--- config.mk ---
export PLATFORM = sky130hd
export DESIGN_NAME = vga_test_pattern_gen
export DESIGN_NICKNAME = d
export VERILOG_FILES = /design/src/rtl/vga_tpg_pkg.sv /design/src/rtl/tpg_bounce_axis.sv /design/src/rtl/vga_test_pattern_gen.sv
export SDC_FILE = /design/constraint.sdc
export NUM_CORES = 1
export LEC_CHECK = 0
export CAP_MARGIN = 10
export CORE_ASPECT_RATIO = 0.7
export CORE_MARGIN = 4
export CORE_UTILIZATION = 64
export CTS_BUF_LIST = sky130_fd_sc_hd__clkbuf_8
export CTS_CLUSTER_DIAMETER = 30
export DETAILED_ROUTE_END_ITERATION = 10
export HOLD_SLACK_MARGIN = 0.15
export PLACE_DENSITY = 0.87
export SLEW_MARGIN = 25
export SYNTH_ARGS = -nofsm -noshare
export SYNTH_HDL_FRONTEND = slang
export SYNTH_SLANG_ARGS = --single-unit
--- constraint.sdc ---
create_clock -name clk -period 8.7 [get_ports clk]
set_input_delay 2.61 -clock clk [delete_from_list [all_inputs] [get_ports clk]]
set_output_delay 2.61 -clock clk [all_outputs]
set_load 0.005 [all_outputs]
--- src/rtl/vga_tpg_pkg.sv ---
// Shared colours, bar tables and mode encoding for the VGA test-pattern generator.
package vga_tpg_pkg;

  localparam logic [11:0] RED    = 12'h00F;
  localparam logic [11:0] GREEN  = 12'h0F0;
  localparam logic [11:0] BLUE   = 12'hF00;
  localparam logic [11:0] YELLOW = 12'h0FF;
  localparam logic [11:0] AQUA   = 12'hFF0;
  localparam logic [11:0] VIOLET = 12'hF0F;
  localparam logic [11:0] WHITE  = 12'hFFF;
  localparam logic [11:0] BLACK  = 12'h000;
  localparam logic [11:0] GRAY   = 12'hAAA;

  // Entry [0] is the leftmost bar (last element of the concatenation).
  localparam logic [6:0][11:0] UPPER_BARS = {BLUE, RED, VIOLET, GREEN, AQUA, YELLOW, WHITE};
  localparam logic [6:0][11:0] LOWER_BARS = {WHITE, BLACK, AQUA, GRAY, VIOLET, BLACK, BLUE};

  typedef enum logic [1:0] {
    MODE_BARS  = 2'd0,
    MODE_BOX   = 2'd1,
    MODE_CHECK = 2'd2,
    MODE_RAMP  = 2'd3
  } tpg_mode_e;

endpackage

--- src/rtl/tpg_bounce_axis.sv ---
// One axis of the bouncing box: position plus direction, reversing at either edge.
module tpg_bounce_axis #(
  parameter int LIMIT    = 640,
  parameter int BOX_SIZE = 64
) (
  input  logic       clk,
  input  logic       reset_n,
  input  logic       step,
  output logic [9:0] pos,
  output logic       dir,
  output logic       bounce
);

  localparam logic [9:0] POS_MAX = 10'(LIMIT - BOX_SIZE);

  logic at_max, at_min;

  // dir 0 = increasing (right/down), 1 = decreasing (left/up)
  assign at_max = !dir && (pos == POS_MAX);
  assign at_min =  dir && (pos == 10'd0);
  assign bounce = step && (at_max || at_min);

  always_ff @(posedge clk or negedge reset_n) begin
    if (!reset_n) begin
      pos <= '0;
      dir <= 1'b0;
    end else if (step) begin
      if (at_max) begin
        dir <= 1'b1;
        pos <= pos - 10'd1;
      end else if (at_min) begin
        dir <= 1'b0;
        pos <= pos + 10'd1;
      end else begin
        pos <= dir ? pos - 10'd1 : pos + 10'd1;
      end
    end
  end

endmodule

--- src/rtl/vga_test_pattern_gen.sv ---
// Registered VGA test-pattern source: bars, bouncing box, scrolling checker, grey ramp.
// Define VGA_TPG_BORDER_EN to overlay a 1-pixel white border on every mode.
module vga_test_pattern_gen
  import vga_tpg_pkg::*;
#(
  parameter int H_ACTIVE    = 640,
  parameter int V_ACTIVE    = 480,
  parameter int NUM_BARS    = 7,
  parameter int LOWER_Y     = 412,
  parameter int BOX_SIZE    = 64,
  parameter int CHECK_SHIFT = 5,
  parameter int GRAD_SHIFT  = 5
) (
  input  logic        clk,
  input  logic        reset_n,
  input  logic        p_tick,
  input  logic        video_on,
  input  logic [9:0]  x,
  input  logic [9:0]  y,
  input  logic [1:0]  mode,
  output logic [11:0] rgb,
  output logic        video_on_q,
  output logic [1:0]  mode_active,
  output logic [9:0]  frame_cnt
);

  localparam int BAR_W = H_ACTIVE / NUM_BARS;

  logic        frame_tick;
  logic [9:0]  box_x, box_y;
  logic        dir_x, dir_y, bounce_x, bounce_y;
  logic [2:0]  color_idx;
  logic [11:0] pix;

  assign frame_tick = p_tick && (x == 10'd0) && (y == 10'd0);

  tpg_bounce_axis #(.LIMIT(H_ACTIVE), .BOX_SIZE(BOX_SIZE)) u_axis_x (
    .clk(clk), .reset_n(reset_n), .step(frame_tick),
    .pos(box_x), .dir(dir_x), .bounce(bounce_x)
  );

  tpg_bounce_axis #(.LIMIT(V_ACTIVE), .BOX_SIZE(BOX_SIZE)) u_axis_y (
    .clk(clk), .reset_n(reset_n), .step(frame_tick),
    .pos(box_y), .dir(dir_y), .bounce(bounce_y)
  );

  always_comb begin
    logic [9:0]  bar_q;
    logic [2:0]  bar_i;
    logic [9:0]  cx, gq;
    logic [3:0]  lvl;
    logic [10:0] x_e, y_e, bx_e, by_e;
    logic        in_box;
    pix   = BLACK;
    bar_q = x / 10'(BAR_W);
    if (bar_q > 10'(NUM_BARS - 1)) bar_q = 10'(NUM_BARS - 1);
    bar_i = 3'(bar_q % 10'd7);
    // checkerboard scrolls by folding the frame count into x; wraps at 10 bits
    cx    = x + frame_cnt;
    gq    = x >> GRAD_SHIFT;
    lvl   = (gq > 10'd15) ? 4'hF : gq[3:0];
    x_e   = {1'b0, x};
    y_e   = {1'b0, y};
    bx_e  = {1'b0, box_x};
    by_e  = {1'b0, box_y};
    in_box = (x_e >= bx_e) && (x_e < bx_e + 11'(BOX_SIZE)) &&
             (y_e >= by_e) && (y_e < by_e + 11'(BOX_SIZE));
    case (tpg_mode_e'(mode_active))
      MODE_BARS:  pix = (y < 10'(LOWER_Y)) ? UPPER_BARS[bar_i] : LOWER_BARS[bar_i];
      MODE_BOX:   pix = in_box ? UPPER_BARS[color_idx] : BLACK;
      MODE_CHECK: pix = (cx[CHECK_SHIFT] ^ y[CHECK_SHIFT]) ? WHITE : BLACK;
      default:    pix = {lvl, lvl, lvl};
    endcase
`ifdef VGA_TPG_BORDER_EN
    if (x == 10'd0 || x == 10'(H_ACTIVE - 1) || y == 10'd0 || y == 10'(V_ACTIVE - 1))
      pix = WHITE;
`endif
  end

  always_ff @(posedge clk or negedge reset_n) begin
    if (!reset_n) begin
      rgb         <= BLACK;
      video_on_q  <= 1'b0;
      mode_active <= 2'd0;
      frame_cnt   <= '0;
      color_idx   <= '0;
    end else if (p_tick) begin
      rgb        <= video_on ? pix : BLACK;
      video_on_q <= video_on;
      if (frame_tick) begin
        mode_active <= mode;
        frame_cnt   <= frame_cnt + 10'd1;
        // a corner hit bounces both axes but advances the colour once
        if (bounce_x || bounce_y)
          color_idx <= (color_idx == 3'd6) ? 3'd0 : color_idx + 3'd1;
      end
    end
  end

endmodule

==> results.py <==
metrics = {
    "drt": {
        "drtIter0Drc": 552,
        "dr_total_vias": 4739,
        "postRouteAntennaNets": 0,
        "dr.pass1.iters": 5,
        "drt-total-wl_mm": 13.7,
        "drc": 0,
        "wl_per_cell_um": 19.6,
        "via_per_inst": 6.77,
    },
    "synth": {
        "syn_inst": 559,
        "synthTopCellsByCount": "dfrtp_1 (50), ha_1 (46), nand2_1 (45)",
        "synth_edf_count": 0,
        "yosysUniqueCellTypes": 80,
        "post-synth-top-count-cell": "dfrtp_1",
        "syn_area_per_cell_um2": 8.60,
        "synthFlopType": "dfrtp_1",
        "synthArstFlopShare_pct": 100,
        "yosys.area.top_type_share_pct": 26.0,
        "synth_area_um2": 4810,
        "synth_warnings": 0,
        "synth_area_leader_cell": "dfrtp_1",
        "synth.area.top_cells": "dfrtp_1 (26%), ha_1 (12%), xnor2_1 (6.7%)",
        "yosysSeqAreaShare_pct": 26.0,
        "ys_ff_latch": 50,
        "synth_fp_nets": 631,
    },
    "cells_and_area": {
        "fin_area_um2": 5470,
        "nets": 673,
        "area_growth_pct": 13.7,
        "fillCellCount": 537,
        "multiInputGateArea_um2": 3320,
        "regArea_um2": 1250,
        "drive_above_1_share_pct": 6.81,
        "antenna_cells": 0,
    },
    "clock_tree": {
        "clock_latency_ps": 320,
        "cts_resized": 0,
        "clock-sinks": 50,
        "cts_buffer_depth": 2,
        "root_buffer": "clkbuf_8",
        "clk_pin_slew_ps": 100,
        "htreeDepth": 2,
        "post-cts-setup-buffers": 0,
        "cts_tree": "done",
        "cts_hold_buf": 0,
        "cts_buffers": 5,
    },
    "global_route": {
        "grt_usage_pct": 30.8,
        "gr-total-overflow": 0,
        "grt_max_degree": 51,
        "grt_pass1_vias": 4463,
        "antenna_found_initial": 0,
        "grt_pass1_wl_mm": 22.5,
    },
    "sta": {
        "rsz0062_at_grt": "false",
        "fmax_mhz": 133,
        "setup_tns_ps": 0,
        "maxSlewViolCount": 0,
        "finalSetupViolations": 0,
        "finalCriticalPeriod_ps": 7530,
        "fin_skew_ps": 3.95,
        "max-slew-margin-rel_pct": 42.4,
        "tightest_slew_ps": 864,
        "fin_crit_sh_pct": 86.6,
        "finalHoldViolCount": 0,
    },
    "power": {
        "total_power_mw": 0.649,
        "ir_drop_mv": 0.0968,
        "p_int_mw": 0.431,
        "p_comb_share_pct": 34.3,
        "p_seq_share_pct": 39.0,
        "leakagePower_nw": 2.23,
        "netSwitchingFraction_pct": 33.7,
        "clkPwrFrac_pct": 26.7,
        "p_sw_mw": 0.219,
        "powerDensity_nw_per_um2": 119,
    },
    "floorplan": {
        "dieArea_um2": 8990,
        "start_util_pct": 66.0,
        "dieWidth_um": 112,
        "die_h_um": 80.5,
        "ioPinCount": 51,
        "core.rowCount": 26,
        "coreArea_um2": 7290,
    },
    "placed_design": {
        "gp_congestion": 0.962,
        "io_buffers": 50,
        "post-dp-hpwl_mm": 10.5,
        "place_area_um2": 5350,
    },
    "job": {
        "maxCapViolations": 0,
    },
    "setup_path": {
        "path_cells": "clkdlybuf4s50_1 -> a21o_1 -> a31oi_1 -> or2_1 -> a21oi_1 -> ha_1 -> a311o_1 -> a211o_1 -> o311ai_0 -> a21oi_1 -> o211ai_2 -> inv_1 -> ha_1 -> a21o_1 -> nand2b_1 -> o31ai_4 -> or3_1 -> a211oi_2 -> o32ai_1",
        "reg2regPathDepth": 13,
        "crit_type": "in -> reg",
        "cp_max_fo": 19,
        "crit_arrival_ps": 7720,
        "crit_required_ps": 8890,
        "crit_path_max_incr_delay_ps": 820,
        "cpMaxStageDelayCell": "clkdlybuf4s50_1",
        "cp-start-kind": "input pin",
        "crit_path_end_kind": "flop",
    },
    "run_status": {
        "run_status": "finished, final reports clean",
    },
    "worst_hold_path": {
        "whs_path_depth": 1,
        "holdCritPathClass": "reg -> reg",
    },
}
[worst paths after layout]
check / from / to / slack, ps
setup / recovery: x[5] / rgb[2] / 1170
hold / removal: frame_cnt[9] / frame_cnt[9] / 480
setup reg to reg: u_axis_x.pos[1] / rgb[2] / 5330
hold reg to reg: frame_cnt[9] / frame_cnt[9] / 480
max in group asynchronous: reset_n / u_axis_x.pos[6] / 5880
min in group asynchronous: reset_n / rgb[6] / 2400
[metrics by stage]
stage,std cells,worst slack [ps],hold WS [ps],util [%]
after CTS,700,1250,478,75.1
after floorplan,559,2350,465,-
after global routing,700,849,500,75.1
after detailed placement,692,910,465,73.5
after global placement,692,1210,456,73.5
final,700,1170,478,75.1
[placed cells by master (no fill, tap or decap), drive strengths merged, types with 4 or more instances in the layout]
master,instances
nand3,24
nor3,16
xnor2,37
clkbuf,5
o2bb2ai,6
nand4,12
o311ai,5
nor4,12
and3,7
or3,5
a22oi,4
or2,5
a31oi,11
nor2b,7
a21o,8
nand2,48
o21a,12
o32ai,4
inv,38
a221oi,5
buf,4
nor2,29
dfrtp,50
ha,46
xor2,5
and4,4
o31ai,8
clkdlybuf4s50,49
a211oi,6
o21ai,42
a221o,4
a21oi,23
o211ai,7
nand2b,5
[area by class of cell]
| class | count | area share [%] |
|---|---|---|
| Timing Repair Buffer | 53 | 9.47 |
| Multi-Input combinational cell | 454 | 60.8 |
| Sequential cell | 50 | 22.9 |
| Clock inverter | 3 | 0.869 |
| Clock buffer | 5 | 1.26 |
| Tap cell | 98 | 2.24 |
| Inverter | 37 | 2.54 |
[registers in the layout (all words and copies together) (netlist names)]
register	cells
color_idx	3
frame_cnt	10
mode_active	2
rgb	12
u_axis_x.dir	1
u_axis_x.pos	10
u_axis_y.dir	1
u_axis_y.pos	10
video_on_q	1
[metal layers]
layer,routed length (µm),GRT usage (%)
met1,6010,43.7
met2,6170,49.5
met3,1250,4.44
met4,292,8.63
met5,0,0
[kinds of logic after synthesis]
family,synth area share [%]
other cells,0.0780
mux,0.624
buf+inv,5.02
xor+xnor,7.80
compound gates,29.1
simple gates,19.4
fa+ha+maj,12.0
flops,26.0
[power by group through the flow]
stage          registers (mW)  clock network [mW]  logic (mW)
6_report                0.253               0.173       0.223
5_1_grt                 0.255               0.183       0.241
4_1_cts                 0.253               0.175       0.219
3_5_place_dp            0.257                   0       0.217
3_3_place_gp            0.257                   0       0.210
2_1_floorplan           0.257                   0       0.140
[critical path: cells and delay by family]
family / cells / cell delay (ps)
AO/OA/AOI/OAI: 12 / 2940
buffers and inverters: 2 / 900
AND/OR/NAND/NOR: 3 / 860
adder cells (fa/ha/maj): 2 / 410
(Power assumes the default switching activity.)
